File: src/rtl/rr_grant_encoder.sv
// Four-way round-robin request encoder; registered 2-bit grant index with valid/ready offer.
// Latency: nonzero req sampled in IDLE gives gnt_vld one edge later; one accept per cycle sustained.
// Backpressure: offer is sticky while gnt_rdy=0. Optional RR_ENC_LOCK_EN adds gnt_lock/LOCK state.
module rr_grant_encoder #(
    parameter int CNT_W = 8
) (
    input  logic             clk,
    input  logic             rst_n,
    input  logic [3:0]       req,
    output logic [1:0]       gnt_idx,
    output logic             gnt_vld,
    input  logic             gnt_rdy,
    output logic [CNT_W-1:0] gnt_cnt,
`ifdef RR_ENC_LOCK_EN
    input  logic             gnt_lock,
`endif
    output logic             idle
);

    typedef enum logic [1:0] {
        S_IDLE  = 2'd0,
        S_OFFER = 2'd1,
        S_LOCK  = 2'd2
    } state_t;

    state_t           r_state;
    logic [1:0]       r_ptr;
    logic [1:0]       r_gnt_idx;
    logic             r_gnt_vld;
    logic [CNT_W-1:0] r_gnt_cnt;
    logic             r_idle;

    logic [2:0]       w_win_ptr;
    logic [2:0]       w_win_nxt;
    logic [1:0]       w_nxt_ptr;

    // Returns {found, index}: first set bit of r scanning from p upward, modulo 4.
    function automatic logic [2:0] f_arb(input logic [3:0] r, input logic [1:0] p);
        logic [3:0] rot;
        logic [1:0] k;
        logic       found;
        rot   = r;
        k     = 2'd0;
        found = 1'b1;
        case (p)
            2'd0:    rot = r;
            2'd1:    rot = {r[0], r[3:1]};
            2'd2:    rot = {r[1:0], r[3:2]};
            2'd3:    rot = {r[2:0], r[3]};
            default: rot = r;
        endcase
        casez (rot)
            4'b???1: k = 2'd0;
            4'b??10: k = 2'd1;
            4'b?100: k = 2'd2;
            4'b1000: k = 2'd3;
            default: found = 1'b0;
        endcase
        return {found, p + k};
    endfunction

    assign w_nxt_ptr = r_gnt_idx + 2'd1;
    assign w_win_ptr = f_arb(req, r_ptr);
    assign w_win_nxt = f_arb(req, w_nxt_ptr);

    always_ff @(posedge clk or negedge rst_n) begin
        if (!rst_n) begin
            r_state   <= S_IDLE;
            r_ptr     <= 2'd0;
            r_gnt_idx <= 2'd0;
            r_gnt_vld <= 1'b0;
            r_gnt_cnt <= '0;
            r_idle    <= 1'b1;
        end else begin
            case (r_state)
                S_IDLE: begin
                    if (w_win_ptr[2]) begin
                        r_gnt_idx <= w_win_ptr[1:0];
                        r_gnt_vld <= 1'b1;
                        r_idle    <= 1'b0;
                        r_state   <= S_OFFER;
                    end else begin
                        r_gnt_vld <= 1'b0;
                        r_idle    <= 1'b1;
                    end
                end
                S_OFFER: begin
                    r_gnt_vld <= 1'b1;
                    r_idle    <= 1'b0;
                    if (gnt_rdy) begin
                        r_ptr     <= w_nxt_ptr;
                        r_gnt_cnt <= r_gnt_cnt + CNT_W'(1);
`ifdef RR_ENC_LOCK_EN
                        if (gnt_lock) begin
                            r_gnt_vld <= 1'b0;
                            r_state   <= S_LOCK;
                        end else
`endif
                        if (w_win_nxt[2]) begin
                            r_gnt_idx <= w_win_nxt[1:0];
                        end else begin
                            r_gnt_vld <= 1'b0;
                            r_idle    <= 1'b1;
                            r_state   <= S_IDLE;
                        end
                    end
                end
`ifdef RR_ENC_LOCK_EN
                S_LOCK: begin
                    r_gnt_vld <= 1'b0;
                    r_idle    <= 1'b0;
                    if (!gnt_lock) begin
                        r_idle  <= 1'b1;
                        r_state <= S_IDLE;
                    end
                end
`endif
                default: begin
                    r_gnt_vld <= 1'b0;
                    r_idle    <= 1'b1;
                    r_state   <= S_IDLE;
                end
            endcase
        end
    end

    assign gnt_idx = r_gnt_idx;
    assign gnt_vld = r_gnt_vld;
    assign gnt_cnt = r_gnt_cnt;
    assign idle    = r_idle;

endmodule
File: config.mk
export PLATFORM = sky130hd
export DESIGN_NAME = rr_grant_encoder
export DESIGN_NICKNAME = d
export VERILOG_FILES = /design/src/rtl/rr_grant_encoder.sv
export SDC_FILE = /design/constraint.sdc
export NUM_CORES = 1
export LEC_CHECK = 0
export CAP_MARGIN = 20
export CORE_MARGIN = 8
export CORE_UTILIZATION = 40
export DETAILED_ROUTE_END_ITERATION = 6
export MAX_ROUTING_LAYER = met4
export PLACE_DENSITY = 0.71
export SETUP_SLACK_MARGIN = 0.5
export SLEW_MARGIN = 20
export SYNTH_ARGS = -nofsm -noshare
export SYNTH_HDL_FRONTEND = slang
export SYNTH_SLANG_ARGS = --single-unit
export TNS_END_PERCENT = 1
File: constraint.sdc
create_clock -name clk -period 3.1 [get_ports clk]
set_clock_uncertainty 0.2 [all_clocks]
set_input_delay 0.62 -clock clk [delete_from_list [all_inputs] [get_ports clk]]
set_output_delay 0.62 -clock clk [all_outputs]
set_load 0.05 [all_outputs]
==> results of run 1 <==
cell usage after synthesis:
master | n | share of area, %
sky130_fd_sc_hd__a21oi_1 | 9 | 4.1
sky130_fd_sc_hd__a21oi_2 | 2 | 1.6
sky130_fd_sc_hd__a221oi_2 | 1 | 1.4
sky130_fd_sc_hd__a22o_1 | 2 | 1.6
sky130_fd_sc_hd__a22oi_1 | 4 | 2.7
sky130_fd_sc_hd__a22oi_2 | 2 | 2.3
sky130_fd_sc_hd__a22oi_4 | 1 | 1.9
sky130_fd_sc_hd__and2_1 | 1 | 0.57
sky130_fd_sc_hd__and2b_2 | 1 | 0.80
sky130_fd_sc_hd__and3_1 | 1 | 0.57
sky130_fd_sc_hd__buf_2 | 1 | 0.45
sky130_fd_sc_hd__buf_6 | 4 | 4.1
sky130_fd_sc_hd__clkbuf_1 | 2 | 0.68
sky130_fd_sc_hd__clkbuf_2 | 1 | 0.45
sky130_fd_sc_hd__dfrtp_1 | 14 | 32
sky130_fd_sc_hd__dfstp_2 | 1 | 2.4
sky130_fd_sc_hd__ha_1 | 7 | 8.0
sky130_fd_sc_hd__inv_1 | 5 | 1.7
sky130_fd_sc_hd__mux2_4 | 1 | 1.4
sky130_fd_sc_hd__mux2i_1 | 3 | 2.7
sky130_fd_sc_hd__nand2_1 | 11 | 3.8
sky130_fd_sc_hd__nand2b_1 | 2 | 1.1
sky130_fd_sc_hd__nand4_1 | 3 | 1.7
sky130_fd_sc_hd__nor2_1 | 5 | 1.7
sky130_fd_sc_hd__nor2b_1 | 2 | 1.1
sky130_fd_sc_hd__nor3_1 | 1 | 0.45
sky130_fd_sc_hd__nor3b_1 | 2 | 1.4
sky130_fd_sc_hd__nor4_2 | 1 | 1.1
sky130_fd_sc_hd__nor4_4 | 1 | 1.9
sky130_fd_sc_hd__o2111ai_1 | 1 | 0.80
sky130_fd_sc_hd__o211ai_1 | 2 | 1.4
sky130_fd_sc_hd__o21ai_0 | 3 | 1.4
sky130_fd_sc_hd__o21ba_2 | 1 | 0.91
sky130_fd_sc_hd__o32ai_1 | 1 | 0.80
sky130_fd_sc_hd__or2_1 | 1 | 0.57
sky130_fd_sc_hd__or4_2 | 1 | 0.80
sky130_fd_sc_hd__xnor2_1 | 8 | 6.4
sky130_fd_sc_hd__xor2_1 | 2 | 1.6
routing by layer:
layer	wire (um)	global-route usage, %	vias up	share of wire, %
met5	0	-	-	0
li1	-	-	438	-
met3	63	2.128	7	2.5
met1	1177	13.90	435	47
met2	1223	18.23	19	49
met4	48	4.859	0	1.9
kinds of logic (layout without fill, tap and decap cells):
group | count (synthesis) | count (layout)
fa+ha+maj | 7 | 7
mux | 4 | 4
simple gates | 33 | 33
xor+xnor | 10 | 10
buf+inv | 13 | 36
flops | 15 | 15
compound gates | 29 | 29
registers in the layout, indices dropped and copies added (netlist names):
register and cells:
gnt_cnt 8, gnt_idx 2, gnt_vld 1, idle 1, r_ptr 2, r_state 1
final timing paths:
kind	from	depth (start not counted)	end
max in group asynchronous	rst_n	1	gnt_idx[1]$_DFFE_PN0P_
setup / recovery	gnt_idx[0]$_DFFE_PN0P_	11	gnt_idx[1]$_DFFE_PN0P_
hold reg to reg	gnt_cnt[7]$_DFFE_PN0P_	1	gnt_cnt[7]$_DFFE_PN0P_
hold / removal	gnt_cnt[7]$_DFFE_PN0P_	1	gnt_cnt[7]$_DFFE_PN0P_
setup reg to reg	gnt_idx[0]$_DFFE_PN0P_	11	gnt_idx[1]$_DFFE_PN0P_
min in group asynchronous	rst_n	1	gnt_cnt[7]$_DFFE_PN0P_
layout make-up:
| cell class | count | share of cell area, % |
|---|---|---|
| clock buffer | 4 | 1.842 |
| sequential | 15 | 26.58 |
| inverter | 5 | 1.491 |
| tap | 31 | 2.719 |
| timing repair buffer | 27 | 17.89 |
| multi-input combinational | 83 | 49.47 |
worst register-to-register path, delay by kind of cell, from the launching register on:
family / cells / cell delay [ps]
and+or+nand+nor: 1 / 170
AOI/OAI and AO/OA: 3 / 400
buffers and inverters: 1 / 80
adders and majority gates: 2 / 420
xor gates and xnor gates: 2 / 250
DFF: 1 / 500
muxes: 2 / 350
through the flow:
| step | util (%) | area (um2) | power (uW) | std cells |
|---|---|---|---|---|
| floorplan | - | 1104 | 1151 | 111 |
| global placement | 48.58 | 1305 | 1398 | 158 |
| detailed placement | 48.58 | 1305 | 1429 | 158 |
| CTS | 49.74 | 1336 | 1553 | 162 |
| global route | 53.10 | 1426 | 1824 | 165 |
| finish | 53.10 | 1426 | 1699 | 165 |
power breakdown:
group	switching (uW)	internal [uW]
combinational	620	563
clock	58.2	50.0
sequential	127	282
timing repair:
item,4_1_cts,5_1_grt
gates resized for setup,7,14
pin swaps,0,0
gates cloned,0,0
endpoints found under the setup margin,1,1
buffers inserted,0,3
==> out/summary.md, run 1 <==
Global routing
• wire length of the first global-routing pass: 4077 um
• GRT Overall Usage: 11.49%
• total grt overflow: 0
• initial antenna violation count: 0
• vias in the first global route: 949
• pin count of the biggest net entering global routing: 16

Drt
• number of remaining DRC errors: 0
• Routed Antenna Nets: 0
• number of vias per cell: 5.448
• violation count after the first detailed-route iteration: 29
• 1st-pass router iterations: 4
• vias after detailed routing: 899
• average routed wire per standard cell: 15.23 um
• aggregate routed wire length: 2513 um

Finish
• Antenna Cells: 0
• footprint of the multi-input gates: 705.7 um2
• fraction of final layout cells sized beyond drive strength 1: 28.36%
• number of fillers in the final layout: 258
• commonest non-fill, non-tap cells in the layout: sky130_fd_sc_hd__clkdlybuf4s50_1, sky130_fd_sc_hd__dfrtp_1, sky130_fd_sc_hd__nand2_1
• area used by sequential logic in the layout: 379.1 um2
• commonest non-fill, non-tap cell in the layout: sky130_fd_sc_hd__clkdlybuf4s50_1
• area growth from synthesis to final layout: 29.55%
• final net count: 149

Pwr
• Static Leak: 0.0006144 uW
• maximum VDD drop: 749.8 uV
• Power per Cell Area: 1191 nW/um2

Clock network
• CTS sink count: 15
• number of buffers created by CTS: 3
• number of hold buffers added after CTS: 0
• Skew-Pair Late Insertion Delay: 280 ps
• clock tree root buffer cell: sky130_fd_sc_hd__clkbuf_4
• TritonCTS clock tree: done
• clock-pin slew on the worst setup and hold paths: 80 ps
• total number of H-tree levels: 1
• buffer levels on the longest clock path: 2

Floorplanning
• std cell rows: 19
• Floorplan Core Area: 2686 um2
• Starting Density: 40.99%
• Die Footprint: 4687 um2
• number of primary I/O pins: 19
• Die Y-Extent: 68.47 um
• horizontal die dimension: 68.47 um

Placement
• worst-case setup slack after placement: 22.91 ps
• last weighted congestion value of the routability-driven placer: 0.8349
• Port Buffer Count: 18
• placed wire-length estimate: 1844 um

Critical path
• cell with the largest stage delay on the worst path: sky130_fd_sc_hd__dfrtp_2
• worst path arrival time: 2450 ps
• category of the worst setup path capture point: register
• worst reg2reg setup slack: 610 ps
• cell family with the largest share of critical-path delay: flip-flops
• largest incremental delay on the critical path: 500 ps
• Worst setup SP type: register
• largest fanout on the critical path: 5
• Buf+Inv Stages, Crit Path: 1
• CP required: 3070 ps
• category of the critical setup timing path: reg -> reg
• worst-path cell chain: inv_4 > ha_2 > a21oi_1 > a21oi_1 > nand2b_1 > a21oi_2 > ha_2 > xnor2_2 > xnor2_1 > mux2i_1 > mux2_4

Timing
• final total negative setup slack: 0 ps
• pin slew with the least headroom to its limit: 650.0 ps
• total setup violations reported at the end of the flow: 0
• final hold slack: 301.0 ps
• Worst Setup Slack, final: 612.3 ps
• RSZ-0062 raised after global routing: no
• max frequency: 0.4020 GHz
• fin. max-slew vios: 0
• final worst path period share: 80.25%
• clock period minus worst slack: 2488 ps
• tightest slew margin relative to the limit: 56.53%
• count of endpoints failing hold in the final timing report: 0

Yosys
• Warnings, synthesis: 0
• share of synthesized cell area in full adder, half adder and majority cells: 7.955%
• gate count after technology mapping: 111
• fraction of synthesized area in multiplexers: 4.091%
• Synth Area in XOR/XNOR: 7.955%
• post-synthesis instance area: 1101 um2
• synthesized-area fraction occupied by and/or/nand/nor cells: 17.61%
• sequential share of the synthesized area: 34.20%
• number of distinct library cell variants in the gate-level netlist after synthesis: 38
• Avg Inst Size Synth: 9.919 um2
• post-synthesis compound-gate area fraction: 20.80%
• dominant combinational cell family by area after synthesis: compound AO/OA/AOI/OAI gates
• Yosys reg bits: 15
• nets in the synthesized netlist: 125

Outcome
• result of the run: completed

Worst hold path
• worst hold-check path type: reg -> reg

Job
• Max Cap Violations: 0

Power figures use the tool's default switching activity.
==> run 2, diff against run 1 <==
- clock period: 3.1 -> 2.55 ns (I/O delays scaled with it)
==> run 2 against run 1 <==
Against the previous run: non-clock buffer count increased by 14; flip-flop and latch count stayed put; combinational power grew 38%; count of clock-buffer cells in the layout down 1; sequential power grew 17%; critical path type unchanged.
==> out/summary.md, run 2 (same netlist as run 1, synthesis figures left out) <==
Outcome
• result of the run: completed

Finish
• commonest non-fill, non-tap cells in the layout: sky130_fd_sc_hd__buf_4, sky130_fd_sc_hd__clkdlybuf4s50_1, sky130_fd_sc_hd__dfrtp_1, sky130_fd_sc_hd__nand2_1
• commonest non-fill, non-tap cell in the layout: sky130_fd_sc_hd__buf_4
• fraction of final layout cells sized beyond drive strength 1: 39.86%, +12 points
• max FFs per register: 8, unchanged
• number of fillers in the final layout: 244, -5.4%
• area growth from synthesis to final layout: 42.27%
• Antenna Cells: 0, unchanged
• final net count: 163, +9.4%
• Layout Cell Area excl Fill: 1567 um2, +9.8%

Pwr
• Power per Cell Area: 1428 nW/um2, +20%
• Combinational Power Share: 72.7%, +3.1 points
• Clock Power Share: 6.0%, -0.4 points
• share of total power in sequential cells: 21.4%, -2.6 points
• Static Leak: 0.0006926 uW, +13%
• internal power component: 1194 uW, +33%
• total power: 2236 uW, +32%
• maximum VDD drop: 936.8 uV, +25%
• switching part of the total power: 46.61%, -0.74 points
• switching power of the nets: 1042 uW, +30%

Timing
• total setup violations reported at the end of the flow: 0, unchanged
• pin slew with the least headroom to its limit: 651.6 ps, +1.573 ps
• final worst path period share: 94.29%, +14 points
• Worst Setup Slack, final: 145.6 ps, -466.7 ps
• tightest slew margin relative to the limit: 56.43%, -0.11 points
• final hold slack: 282.6 ps, -18.41 ps
• final total negative setup slack: 0 ps, unchanged
• fin. max-slew vios: 0, unchanged
• max frequency: 0.4159 GHz, +3.5%
• RSZ-0062 raised after global routing: yes
• clock period minus worst slack: 2404 ps, -83.33 ps
• count of endpoints failing hold in the final timing report: 0, unchanged

Clock network
• CTS sink count: 15, unchanged
• number of hold buffers added after CTS: 0, unchanged
• buffer levels on the longest clock path: 2, unchanged
• number of buffers created by CTS: 3, unchanged
• clock-pin slew on the worst setup and hold paths: 90 ps, about the same
• Skew-Pair Late Insertion Delay: 280 ps, about the same
• TritonCTS clock tree: done
• clock tree root buffer cell: sky130_fd_sc_hd__clkbuf_4
• total number of H-tree levels: 1, unchanged

Critical path
• worst flop-to-flop path startpoint: gnt_idx[0]$_DFFE_PN0P_
• worst path arrival time: 2370 ps, -80 ps
• CP required: 2520 ps, -550 ps
• Worst setup SP type: register
• worst reg2reg setup slack: 150 ps, -470 ps
• reg2reg path depth: 10, -1
• category of the critical setup timing path: reg -> reg
• capture point of the worst reg-to-reg path: gnt_idx[1]$_DFFE_PN0P_
• largest fanout on the critical path: 8, +3
• category of the worst setup path capture point: register

Drt
• violation count after the first detailed-route iteration: 28, -3.4%
• 1st-pass router iterations: 4, unchanged
• number of remaining DRC errors: 0, unchanged
• number of vias per cell: 5.419, -0.54%
• average routed wire per standard cell: 14.35 um, -5.8%
• aggregate routed wire length: 2569 um, +2.2%
• Routed Antenna Nets: 0, unchanged
• vias after detailed routing: 970, +7.9%

Worst hold path
• worst hold path cell count: 1, unchanged
• worst hold-check path type: reg -> reg
• Hold Startpoint: gnt_cnt[7]$_DFFE_PN0P_
• Worst Hold End: gnt_cnt[7]$_DFFE_PN0P_

Job
• Max Cap Violations: 0, unchanged

Global routing
• met2 routing resource usage after global routing: 21.25%, +3.0 points
• vias in the first global route: 1,014, +6.8%
• Most Used Layer, Global Route: met2
• met1 Resource Use GR: 15.11%, +1.2 points
• pin count of the biggest net entering global routing: 16, unchanged
• initial antenna violation count: 0, unchanged
• total grt overflow: 0, unchanged
• wire length of the first global-routing pass: 4498 um, +10%
• met3 demand-to-capacity share in global routing: 2.291%, +0.16 points
• GRT Overall Usage: 13.03%, +1.5 points

Floorplanning
• number of primary I/O pins: 19, unchanged
• Floorplan Core Area: 2686 um2, unchanged
• Starting Density: 40.99%, unchanged
• Die Y-Extent: 68.47 um, unchanged
• horizontal die dimension: 68.47 um, unchanged
• std cell rows: 19, unchanged
• Die Footprint: 4687 um2, unchanged

Placement
• cell area after placement: 1401 um2, +7.4%
• placed wire-length estimate: 1920 um, +4.1%
• Port Buffer Count: 18, unchanged
• last weighted congestion value of the routability-driven placer: 0.8922, +6.9%
• worst-case setup slack after placement: -306.0 ps, -328.9 ps

run 2: metrics by stage:
stage	instances	utilization, %
CTS	178	57.34
floorplan	111	-
finish	179	58.31
global placement	167	52.17
global route	179	58.31
detailed placement	167	52.17
run 2: how the worst max path moves through the flow:
stage                      startpoint                     end  slack (ps)  depth (start not counted)
2_1_floorplan  gnt_idx[0]$_DFFE_PN0P_  gnt_idx[1]$_DFFE_PN0P_          60                         11
3_3_place_gp                   req[1]  gnt_idx[1]$_DFFE_PN0P_        -270                         10
3_5_place_dp                   req[1]  gnt_idx[1]$_DFFE_PN0P_        -310                         10
4_1_cts        gnt_idx[0]$_DFFE_PN0P_  gnt_idx[1]$_DFFE_PN0P_         180                         10
5_1_grt        gnt_idx[1]$_DFFE_PN0P_  gnt_idx[1]$_DFFE_PN0P_          40                         10
6_report       gnt_idx[0]$_DFFE_PN0P_  gnt_idx[1]$_DFFE_PN0P_         150                         10
run 2: power by group through the flow:
stage | clock (uW) | sequential [uW] | combinational (uW)
3_5_place_dp | 0 | 465 | 1390
3_3_place_gp | 0 | 465 | 1360
2_1_floorplan | 0 | 691 | 789
5_1_grt | 150 | 492 | 1770
6_report | 133 | 478 | 1630
4_1_cts | 137 | 479 | 1560
run 2: final cells by class:
| class | count | area, um2 | share of cell area, % |
|---|---|---|---|
| sequential | 15 | 379.1 | 24.20 |
| tap | 31 | 38.79 | 2.476 |
| inverter | 5 | 23.77 | 1.518 |
| clock inverter | 1 | 5.005 | 0.3195 |
| timing repair buffer | 41 | 346.6 | 22.12 |
| clock buffer | 3 | 22.52 | 1.438 |
| multi-input combinational | 83 | 750.7 | 47.92 |
run 2: timing repair:
item / in CTS / in global routing
setup endpoints to repair: 17 / 17
resized for setup: 16 / 3
buffers inserted: 7 / 1
pin swaps: 8 / 8
run 2: metal layers:
layer,up-vias,share of wire (%),wire length [um]
li1,468,-,-
met1,471,44,1123
met2,25,51,1307
met3,6,3.3,84
met4,0,2.1,53
met5,-,0,0
run 2: worst max-delay path, stage by stage, from the launching register on:
cell	delay [ps]
sky130_fd_sc_hd__dfrtp_2	490
sky130_fd_sc_hd__ha_4	220
sky130_fd_sc_hd__and2b_2	200
sky130_fd_sc_hd__a21oi_2	130
sky130_fd_sc_hd__nand2b_4	160
sky130_fd_sc_hd__a21oi_4	50
sky130_fd_sc_hd__ha_2	200
sky130_fd_sc_hd__xnor2_2	130
sky130_fd_sc_hd__xnor2_1	170
sky130_fd_sc_hd__mux2i_1	90
sky130_fd_sc_hd__mux2_4	260
==> run 3, diff against run 2 <==
- SETUP_SLACK_MARGIN: 0.5 -> 0.15
==> run 3 against run 2 <==
Against the previous run: global-route usage decreased by 0.45 points; hold slack stayed put; count of clock-buffer cells in the layout unchanged; sequential power hardly changed; die area did not move; critical path depth unchanged; setup slack worse by 32 ps; register-to-register slack worse by 30 ps; clock power barely moved; cell count decreased by 0.56%; critical path type unchanged.
==> out/summary.md, run 3 (same netlist as run 1, synthesis figures left out) <==
Global routing
• total grt overflow: 0, unchanged
• wire length of the first global-routing pass: 4360 um, -3.1%
• pin count of the biggest net entering global routing: 16, unchanged
• initial antenna violation count: 0, unchanged
• vias in the first global route: 985, -2.9%
• GRT Overall Usage: 12.58%, -0.45 points

Finish
• number of fillers in the final layout: 245, +0.41%
• Layout Cell Area excl Fill: 1555 um2, -0.72%
• commonest non-fill, non-tap cell in the layout: sky130_fd_sc_hd__buf_4
• area used by sequential logic in the layout: 379.1 um2, unchanged
• final net count: 162, -0.61%
• final cell count without fillers: 178, -0.56%
• footprint of the multi-input gates: 747.0 um2, -0.50%
• commonest non-fill, non-tap cells in the layout: sky130_fd_sc_hd__buf_4, sky130_fd_sc_hd__clkdlybuf4s50_1, sky130_fd_sc_hd__dfrtp_1, sky130_fd_sc_hd__nand2_1, sky130_fd_sc_hd__xnor2_1
• area growth from synthesis to final layout: 41.25%
• Antenna Cells: 0, unchanged
• max FFs per register: 8, unchanged
• fraction of final layout cells sized beyond drive strength 1: 38.78%, -1.1 points
• Final Core Density: 57.89%, -0.42 points

Placement
• Port Buffer Count: 18, unchanged
• last weighted congestion value of the routability-driven placer: 0.8922, unchanged
• cell total after placement: 167, unchanged
• placed wire-length estimate: 1920 um, unchanged
• cell area after placement: 1401 um2, unchanged

Critical path
• cell family with the largest share of critical-path delay: simple AND/OR/NAND/NOR gates
• Buf+Inv Stages, Crit Path: 3, +3
• Worst setup SP type: register
• category of the worst setup path capture point: register
• worst path arrival time: 2400 ps, +30 ps
• category of the critical setup timing path: reg -> reg
• worst-path cell chain: inv_4 > ha_4 > a22oi_2 > a21oi_2 > buf_4 > buf_4 > nor4_2 > nand2b_1 > a21oi_2 > mux2_4
• cell with the largest stage delay on the worst path: sky130_fd_sc_hd__dfrtp_2
• largest incremental delay on the critical path: 460 ps, -30 ps
• CP required: 2520 ps, about the same
• largest fanout on the critical path: 4, -4

Clock network
• number of buffers created by CTS: 3, unchanged
• clock-pin slew on the worst setup and hold paths: 90 ps, about the same
• clock tree root buffer cell: sky130_fd_sc_hd__clkbuf_4
• number of hold buffers added after CTS: 0, unchanged
• total number of H-tree levels: 1, unchanged
• CTS sink count: 15, unchanged
• Skew-Pair Late Insertion Delay: 270 ps, about the same
• buffer levels on the longest clock path: 2, unchanged
• TritonCTS clock tree: done

Job
• Max Cap Violations: 0, unchanged

Floorplanning
• Die Y-Extent: 68.47 um, unchanged
• Starting Density: 40.99%, unchanged
• horizontal die dimension: 68.47 um, unchanged
• std cell rows: 19, unchanged
• number of primary I/O pins: 19, unchanged
• Floorplan Core Area: 2686 um2, unchanged
• Die Footprint: 4687 um2, unchanged

Drt
• 1st-pass router iterations: 4, unchanged
• vias after detailed routing: 965, -0.52%
• average routed wire per standard cell: 14.31 um, -0.30%
• Routed Antenna Nets: 0, unchanged
• number of remaining DRC errors: 0, unchanged
• number of vias per cell: 5.421, about the same
• violation count after the first detailed-route iteration: 64, +130%
• aggregate routed wire length: 2547 um, -0.86%

Timing
• count of endpoints failing hold in the final timing report: 0, unchanged
• final worst path period share: 95.54%, +1.3 points
• RSZ-0062 raised after global routing: yes
• fin. max-slew vios: 0, unchanged
• tightest slew margin relative to the limit: 56.34%, -0.088 points
• max frequency: 0.4104 GHz, -1.3%
• pin slew with the least headroom to its limit: 652.9 ps, +1.313 ps
• clock period minus worst slack: 2436 ps, +32.01 ps
• total setup violations reported at the end of the flow: 0, unchanged

Pwr
• total power: 2231 uW, -0.25%
• share of total power in sequential cells: 21.4%, about the same
• Static Leak: 0.0006874 uW, -0.76%
• Power per Cell Area: 1434 nW/um2, +0.47%
• internal power component: 1192 uW, -0.20%
• switching power of the nets: 1039 uW, -0.31%
• Clock Power Share: 5.9%, about the same
• switching part of the total power: 46.59%, about the same
• Combinational Power Share: 72.7%, about the same
• maximum VDD drop: 916.1 uV, -2.2%

Outcome
• result of the run: completed

Worst hold path
• worst hold-check path type: reg -> reg

-- run 3: area by class of cell --
cell class / instances / share of cell area, %
multi-input combinational: 83 / 48.03
sequential: 15 / 24.38
timing repair buffer: 40 / 21.80
tap: 31 / 2.494
inverter: 5 / 1.529
clock buffer: 3 / 1.448
clock inverter: 1 / 0.3218
-- run 3: layer usage --
metal / part of all wire [%] / vias up / global-route usage [%]
li1: - / 466 / -
met2: 51 / 27 / 20.44
met3: 3.7 / 8 / 2.619
met1: 43 / 464 / 14.44
met4: 2.2 / 0 / 5.882
met5: 0 / - / -
-- run 3: worst paths after layout --
| path | start | endpoint | slack (ps) | depth (start not counted) |
|---|---|---|---|---|
| worst min register to register | gnt_cnt[7]$_DFFE_PN0P_ | gnt_cnt[7]$_DFFE_PN0P_ | 280 | 1 |
| max in group asynchronous | rst_n | gnt_idx[1]$_DFFE_PN0P_ | 1270 | 1 |
| worst max register to register | gnt_idx[1]$_DFFE_PN0P_ | gnt_idx[1]$_DFFE_PN0P_ | 110 | 10 |
| worst max-delay path | gnt_idx[1]$_DFFE_PN0P_ | gnt_idx[1]$_DFFE_PN0P_ | 110 | 10 |
| worst min-delay path | gnt_cnt[7]$_DFFE_PN0P_ | gnt_cnt[7]$_DFFE_PN0P_ | 280 | 1 |
| min in group asynchronous | rst_n | gnt_cnt[5]$_DFFE_PN0P_ | 430 | 1 |
-- run 3: per-stage QoR --
stage | hold slack, ps | setup TNS, ps | worst slack (ps)
2_1_floorplan | 14.41 | 0 | 58.02
3_3_place_gp | 257.0 | -409.0 | -273.5
3_5_place_dp | 265.2 | -483.0 | -306.0
4_1_cts | 282.0 | 0 | 149.4
5_1_grt | 312.1 | -7.729 | -7.729
6_report | 282.6 | 0 | 113.6
-- run 3: power by group through the flow --
stage | combinational, uW | sequential [uW] | clock, uW
floorplan | 789 | 691 | 0
global placement | 1360 | 465 | 0
detailed placement | 1390 | 465 | 0
CTS | 1510 | 481 | 137
global route | 1760 | 492 | 148
finish | 1620 | 477 | 132
-- run 3: repair_timing --
action,in CTS,in global routing
setup endpoints to repair,2,2
setup buffers,4,3
hold endpoints to repair,0,0
resized for setup,14,4
pin swaps,3,7
